[src/rtl/hazard_unit.sv]
// Pipeline interlock and forwarding controller for the 5-stage MIPS CPU.
// Optional performance counters are built when HAZARD_PERF_CNT_EN is defined.
module hazard_unit #(
  parameter int AW     = 5,
  parameter bit FWD_EN = 1'b1,
  parameter int CNT_W  = 16
) (
  input  logic             clk,
  input  logic             reset,
  input  logic [AW-1:0]    id_rs,
  input  logic [AW-1:0]    id_rt,
  input  logic             id_use_rs,
  input  logic             id_use_rt,
  input  logic             id_branch,
  input  logic             id_regwrite,
  input  logic             id_memtoreg,
  input  logic [AW-1:0]    id_dest,
  input  logic             id_pcsrc,
  input  logic             ext_stall,
  output logic             stall_f,
  output logic             stall_d,
  output logic             flush_d,
  output logic             flush_e,
  output logic [1:0]       fwd_a_d,
  output logic [1:0]       fwd_b_d,
  output logic [1:0]       fwd_a_e,
  output logic [1:0]       fwd_b_e,
  output logic [CNT_W-1:0] stall_cnt,
  output logic [CNT_W-1:0] flush_cnt
);

  logic          r_exValid, r_exRegWrite, r_exMemToReg, r_exUseRs, r_exUseRt;
  logic [AW-1:0] r_exDest, r_exRs, r_exRt;
  logic          r_memValid, r_memRegWrite, r_memMemToReg;
  logic [AW-1:0] r_memDest;
  logic          r_wbValid, r_wbRegWrite, r_wbMemToReg;
  logic [AW-1:0] r_wbDest;

  logic w_exA, w_exB, w_memA, w_memB, w_wbA, w_wbB;
  logic w_memEa, w_memEb, w_wbEa, w_wbEb;
  logic w_hazard, w_hazStall;

  // A producer hits a consumer only if it really writes a non-zero register the consumer reads.
  function automatic logic hit(input logic v, input logic rw, input logic [AW-1:0] d,
                               input logic [AW-1:0] r, input logic useFlag);
    return v & rw & (d == r) & (r != '0) & useFlag;
  endfunction

  always_ff @(posedge clk) begin
    if (reset) begin
      r_exValid  <= 1'b0;
      r_memValid <= 1'b0;
      r_wbValid  <= 1'b0;
    end else if (!ext_stall) begin
      r_exValid     <= ~flush_e;
      r_exRegWrite  <= id_regwrite;
      r_exMemToReg  <= id_memtoreg;
      r_exDest      <= id_dest;
      r_exRs        <= id_rs;
      r_exRt        <= id_rt;
      r_exUseRs     <= id_use_rs;
      r_exUseRt     <= id_use_rt;
      r_memValid    <= r_exValid;
      r_memRegWrite <= r_exRegWrite;
      r_memMemToReg <= r_exMemToReg;
      r_memDest     <= r_exDest;
      r_wbValid     <= r_memValid;
      r_wbRegWrite  <= r_memRegWrite;
      r_wbMemToReg  <= r_memMemToReg;
      r_wbDest      <= r_memDest;
    end
  end

  always_comb begin
    w_exA   = hit(r_exValid, r_exRegWrite, r_exDest, id_rs, id_use_rs);
    w_exB   = hit(r_exValid, r_exRegWrite, r_exDest, id_rt, id_use_rt);
    w_memA  = hit(r_memValid, r_memRegWrite, r_memDest, id_rs, id_use_rs);
    w_memB  = hit(r_memValid, r_memRegWrite, r_memDest, id_rt, id_use_rt);
    w_wbA   = hit(r_wbValid, r_wbRegWrite, r_wbDest, id_rs, id_use_rs);
    w_wbB   = hit(r_wbValid, r_wbRegWrite, r_wbDest, id_rt, id_use_rt);
    w_memEa = r_exValid & hit(r_memValid, r_memRegWrite, r_memDest, r_exRs, r_exUseRs);
    w_memEb = r_exValid & hit(r_memValid, r_memRegWrite, r_memDest, r_exRt, r_exUseRt);
    w_wbEa  = r_exValid & hit(r_wbValid, r_wbRegWrite, r_wbDest, r_exRs, r_exUseRs);
    w_wbEb  = r_exValid & hit(r_wbValid, r_wbRegWrite, r_wbDest, r_exRt, r_exUseRt);
    if (FWD_EN)
      w_hazard = (r_exMemToReg & (w_exA | w_exB))
               | (id_branch & (w_exA | w_exB))
               | (id_branch & r_memMemToReg & (w_memA | w_memB));
    else
      w_hazard = w_exA | w_exB | w_memA | w_memB | w_wbA | w_wbB;
    w_hazStall = w_hazard & ~ext_stall & ~reset;
  end

  // Priority: reset, then external freeze, then hazard stall, then taken-branch flush.
  always_comb begin
    stall_f = 1'b0;
    stall_d = 1'b0;
    flush_d = 1'b0;
    flush_e = 1'b0;
    fwd_a_d = 2'b00;
    fwd_b_d = 2'b00;
    fwd_a_e = 2'b00;
    fwd_b_e = 2'b00;
    if (reset) begin
      flush_d = 1'b1;
      flush_e = 1'b1;
    end else begin
      if (ext_stall) begin
        stall_f = 1'b1;
        stall_d = 1'b1;
      end else if (w_hazard) begin
        stall_f = 1'b1;
        stall_d = 1'b1;
        flush_e = 1'b1;
      end else begin
        flush_d = id_pcsrc;
      end
      if (FWD_EN) begin
        fwd_a_d = (w_memA & ~r_memMemToReg) ? 2'b01 : (w_wbA ? 2'b10 : 2'b00);
        fwd_b_d = (w_memB & ~r_memMemToReg) ? 2'b01 : (w_wbB ? 2'b10 : 2'b00);
        fwd_a_e = (w_memEa & ~r_memMemToReg) ? 2'b10 : (w_wbEa ? 2'b01 : 2'b00);
        fwd_b_e = (w_memEb & ~r_memMemToReg) ? 2'b10 : (w_wbEb ? 2'b01 : 2'b00);
      end
    end
  end

`ifdef HAZARD_PERF_CNT_EN
  logic [CNT_W-1:0] r_stallCnt, r_flushCnt;

  // Saturating counters; an external freeze never counts as a hazard stall.
  always_ff @(posedge clk) begin
    if (reset) begin
      r_stallCnt <= '0;
      r_flushCnt <= '0;
    end else begin
      if (w_hazStall && (r_stallCnt != '1)) r_stallCnt <= r_stallCnt + CNT_W'(1);
      if (flush_d && (r_flushCnt != '1)) r_flushCnt <= r_flushCnt + CNT_W'(1);
    end
  end

  assign stall_cnt = r_stallCnt;
  assign flush_cnt = r_flushCnt;
`else
  logic w_unusedStall;
  assign w_unusedStall = w_hazStall;
  assign stall_cnt = '0;
  assign flush_cnt = '0;
`endif

endmodule

[config.mk]
export PLATFORM = sky130hd
export DESIGN_NAME = hazard_unit
export DESIGN_NICKNAME = d
export VERILOG_FILES = /design/src/rtl/hazard_unit.sv
export SDC_FILE = /design/constraint.sdc
export NUM_CORES = 1
export LEC_CHECK = 0
export BUFFER_PORTS_ARGS = -buffer_cell sky130_fd_sc_hd__clkbuf_2
export CORE_ASPECT_RATIO = 0.6
export CORE_MARGIN = 2
export CORE_UTILIZATION = 55
export DETAILED_ROUTE_END_ITERATION = 7
export PLACE_DENSITY = 0.93
export SLEW_MARGIN = 10
export SYNTH_ARGS = -nofsm -noshare
export SYNTH_HDL_FRONTEND = slang
export SYNTH_SLANG_ARGS = --single-unit
[constraint.sdc]
create_clock -name clk -period 6 [get_ports clk]
set_clock_uncertainty 0.15 [all_clocks]
set_input_delay 0.6 -clock clk [delete_from_list [all_inputs] [get_ports clk]]
set_output_delay 0.6 -clock clk [all_outputs]
set_load 0.05 [all_outputs]
==> results.txt <==
Outcome: complete, no violations
Layout overhead on the synthesized area: 7.93%
Slowest CP cell: or4_2
Switching pwr: 170 uW
Async set-reset flop share out of synthesis: 0
Die width: 84.0 um
Die H: 52.0 um
Crit path time final: 3.36 ns
Post-synth top flop: edfxtp_1
ANT nets after route: 0
Synthesized flop and latch total: 35
CP endpoint kind: output pin
Endpoints failing hold: 0
Final setup violation count: 0
DR vias/cell: 5.16
H-tree depth: 2
WL/cell: 15.3 um
Dpl cells: 258
Core area: 3680 um^2
Reg clk slew, reported paths: 0.07 ns
Fin Setup TNS: 0 ns
Netlist Area Pre-Place: 2110 um^2
Switching Share: 0.305
Critical Path Sink: stall_f
Cell variety after synth: 32
I/O pins: 68
CP delay by family, top: simple AND/OR/NAND/NOR gates
Relative slew slack: 0.610
Combinational Power Share: 0.187
Max-Cap Viols: 0
Top-area cell type share of the netlist area: 0.455
Syn. warnings: 0
Routed vias: 1373
Synth top area cells: edfxtp_1, buf_4, xnor2_1
Gate Count Post-Synth: 182
WP data required: 5.25 ns
Area post-placement: 2200 um^2
Post_cts resized: 0
Flop pwr share: 0.531
Nets: 242
Most common cell in the netlist: buf_4
First-pass GRT wire length: 6.08 mm
Pwr/cell area: 244 nW/um^2
Internal power: 387 uW
Share of layout cells above drive strength 1: 0.219
Initial Util: 0.574
Worst Path Max Fanout: 5
Largest net degree at the start of global routing: 34
Critical path's largest stage delay: 0.71 ns
Drt first pass iters: 4
Unrepaired setup endpoints after global routing: no
Worst r2r src: r_memDest[1]
Post-DP HPWL: 3.13 mm
Crit. Startpoint: r_memDest[1]
TritonCTS Buffers: 5
Clk_lat worst skew: 0.28 ns
Clock Path Buffers: 2
Worst setup SP type: flop
GRT Residual Overflow: 0
Reg2reg path depth: 6
Final non-filler cell area: 2280 um^2
Smallest hold slack: 0.301 ns
Levels on crit path: 7
Period utilization: 0.561
GP Congestion: 0.955
DRC errors left: 0
R2r endpoint: r_exValid
Crit-path cells: xnor2_1 -> nand4_1 -> or4_2 -> nand2_2 -> a311oi_4 -> a21oi_1 -> clkbuf_2
Core Rows: 17
Syn_area_per_cell: 11.6 um^2
Dominant cell type by area after synthesis: edfxtp_1
Buffers added on ports: 35
Register area share after synthesis: 0.483
Slew Viols, Final: 0
P_leak: 0.869 nW
Min-delay worst type: reg2reg
Most frequent cells after synthesis: buf_4, edfxtp_1, xnor2_1
Final wirelength: 4.08 mm
EDFF count, synth: 32
R2R Setup Slk: 3.80 ns
Critical path arrival: 2.61 ns
Worst vdd ir: 0.192 mV
Final Instance Count excl. Fillers: 266
Setup bufs post-CTS: 0
CTS tree: done
Vias in the first global route: 1168
Hold_buf cts: 0
Clock power frac: 0.282
Die area: 4370 um^2
Worst-Margin Slew: 0.580 ns
Drt initial violations: 128
Root Driver: clkbuf_8
CP Class: reg2out
Clock Sinks: 35
Crit path buf inv count: 1
Fmax: 297 MHz
GRT Resource Usage Total: 0.190
Diodes inserted: 0
Initial antenna violation count: 0
-- power by group through the flow --
stage	sequential (mW)	clock, mW	combinational (mW)
after floorplan	0.296	0	0.101
after CTS	0.296	0.161	0.104
final	0.296	0.157	0.104
after global routing	0.297	0.171	0.111
after global placement	0.300	0	0.102
after detailed placement	0.301	0	0.104
-- worst min path at each step --
stage,startpoint,end,slack (ns),cells after the start
after CTS,r_exRegWrite,r_memRegWrite,0.30,0
after floorplan,r_memDest[0],r_wbDest[0],0.27,0
final,r_exRegWrite,r_memRegWrite,0.30,0
after global routing,r_exMemToReg,r_memMemToReg,0.32,0
after detailed placement,r_exRegWrite,r_memRegWrite,0.29,0
after global placement,r_exMemToReg,r_memMemToReg,0.28,0
-- through the flow --
stage	worst slack [ns]	utilization	total power, mW
2_1_floorplan	2.34	-	0.397
3_3_place_gp	2.81	0.598	0.402
3_5_place_dp	2.74	0.598	0.405
4_1_cts	2.62	0.620	0.561
5_1_grt	2.54	0.620	0.579
6_report	2.64	0.620	0.558
-- placed cells by master, fill, tap and decap left out, types with 3 or more instances in the layout --
cell,synthesis,final
clkbuf_2,0,35
clkbuf_8,0,5
conb_1,1,32
dfxtp_1,3,3
edfxtp_1,32,32
nand2_1,4,4
nand3_1,3,3
nand4_1,7,7
nor2_1,7,6
nor3_1,6,6
nor4_1,4,4
or4_1,5,5
xnor2_1,29,29
xor2_1,21,21
-- routing by layer --
layer | GRT usage | share of wire
met1 | 0.264 | 0.43
met2 | 0.288 | 0.45
met5 | 0 | 0
met4 | 0.0645 | 0.0093
met3 | 0.0571 | 0.11
-- registers in the layout (all words and copies together), names as in the netlist --
signal	cells
r_exDest	5
r_exMemToReg	1
r_exRegWrite	1
r_exRs	5
r_exRt	5
r_exUseRs	1
r_exUseRt	1
r_exValid	1
r_memDest	5
r_memMemToReg	1
r_memRegWrite	1
r_memValid	1
r_wbDest	5
r_wbRegWrite	1
r_wbValid	1
-- cells by family after synthesis --
logic type             Yosys count  share of synthesized area
other                            1                    0.00177
flip-flops                      35                      0.483
AO/OA/AOI/OAI                   11                     0.0468
AND/OR/NAND/NOR                 43                      0.119
XOR/XNOR                        50                      0.207
multiplexers                     2                    0.00947
buffers and inverters           40                      0.133
-- final cells by class --
cell class | instances | area (um^2)
sequential | 35 | 1020
timing repair buffer | 36 | 183
tap | 47 | 58.8
fill | 312 | 1400
inverter | 2 | 7.51
clock inverter | 2 | 7.51
clock buffer | 6 | 72.6
multi-input combinational | 138 | 931
Note: power is estimated with default switching activity, not from simulation.
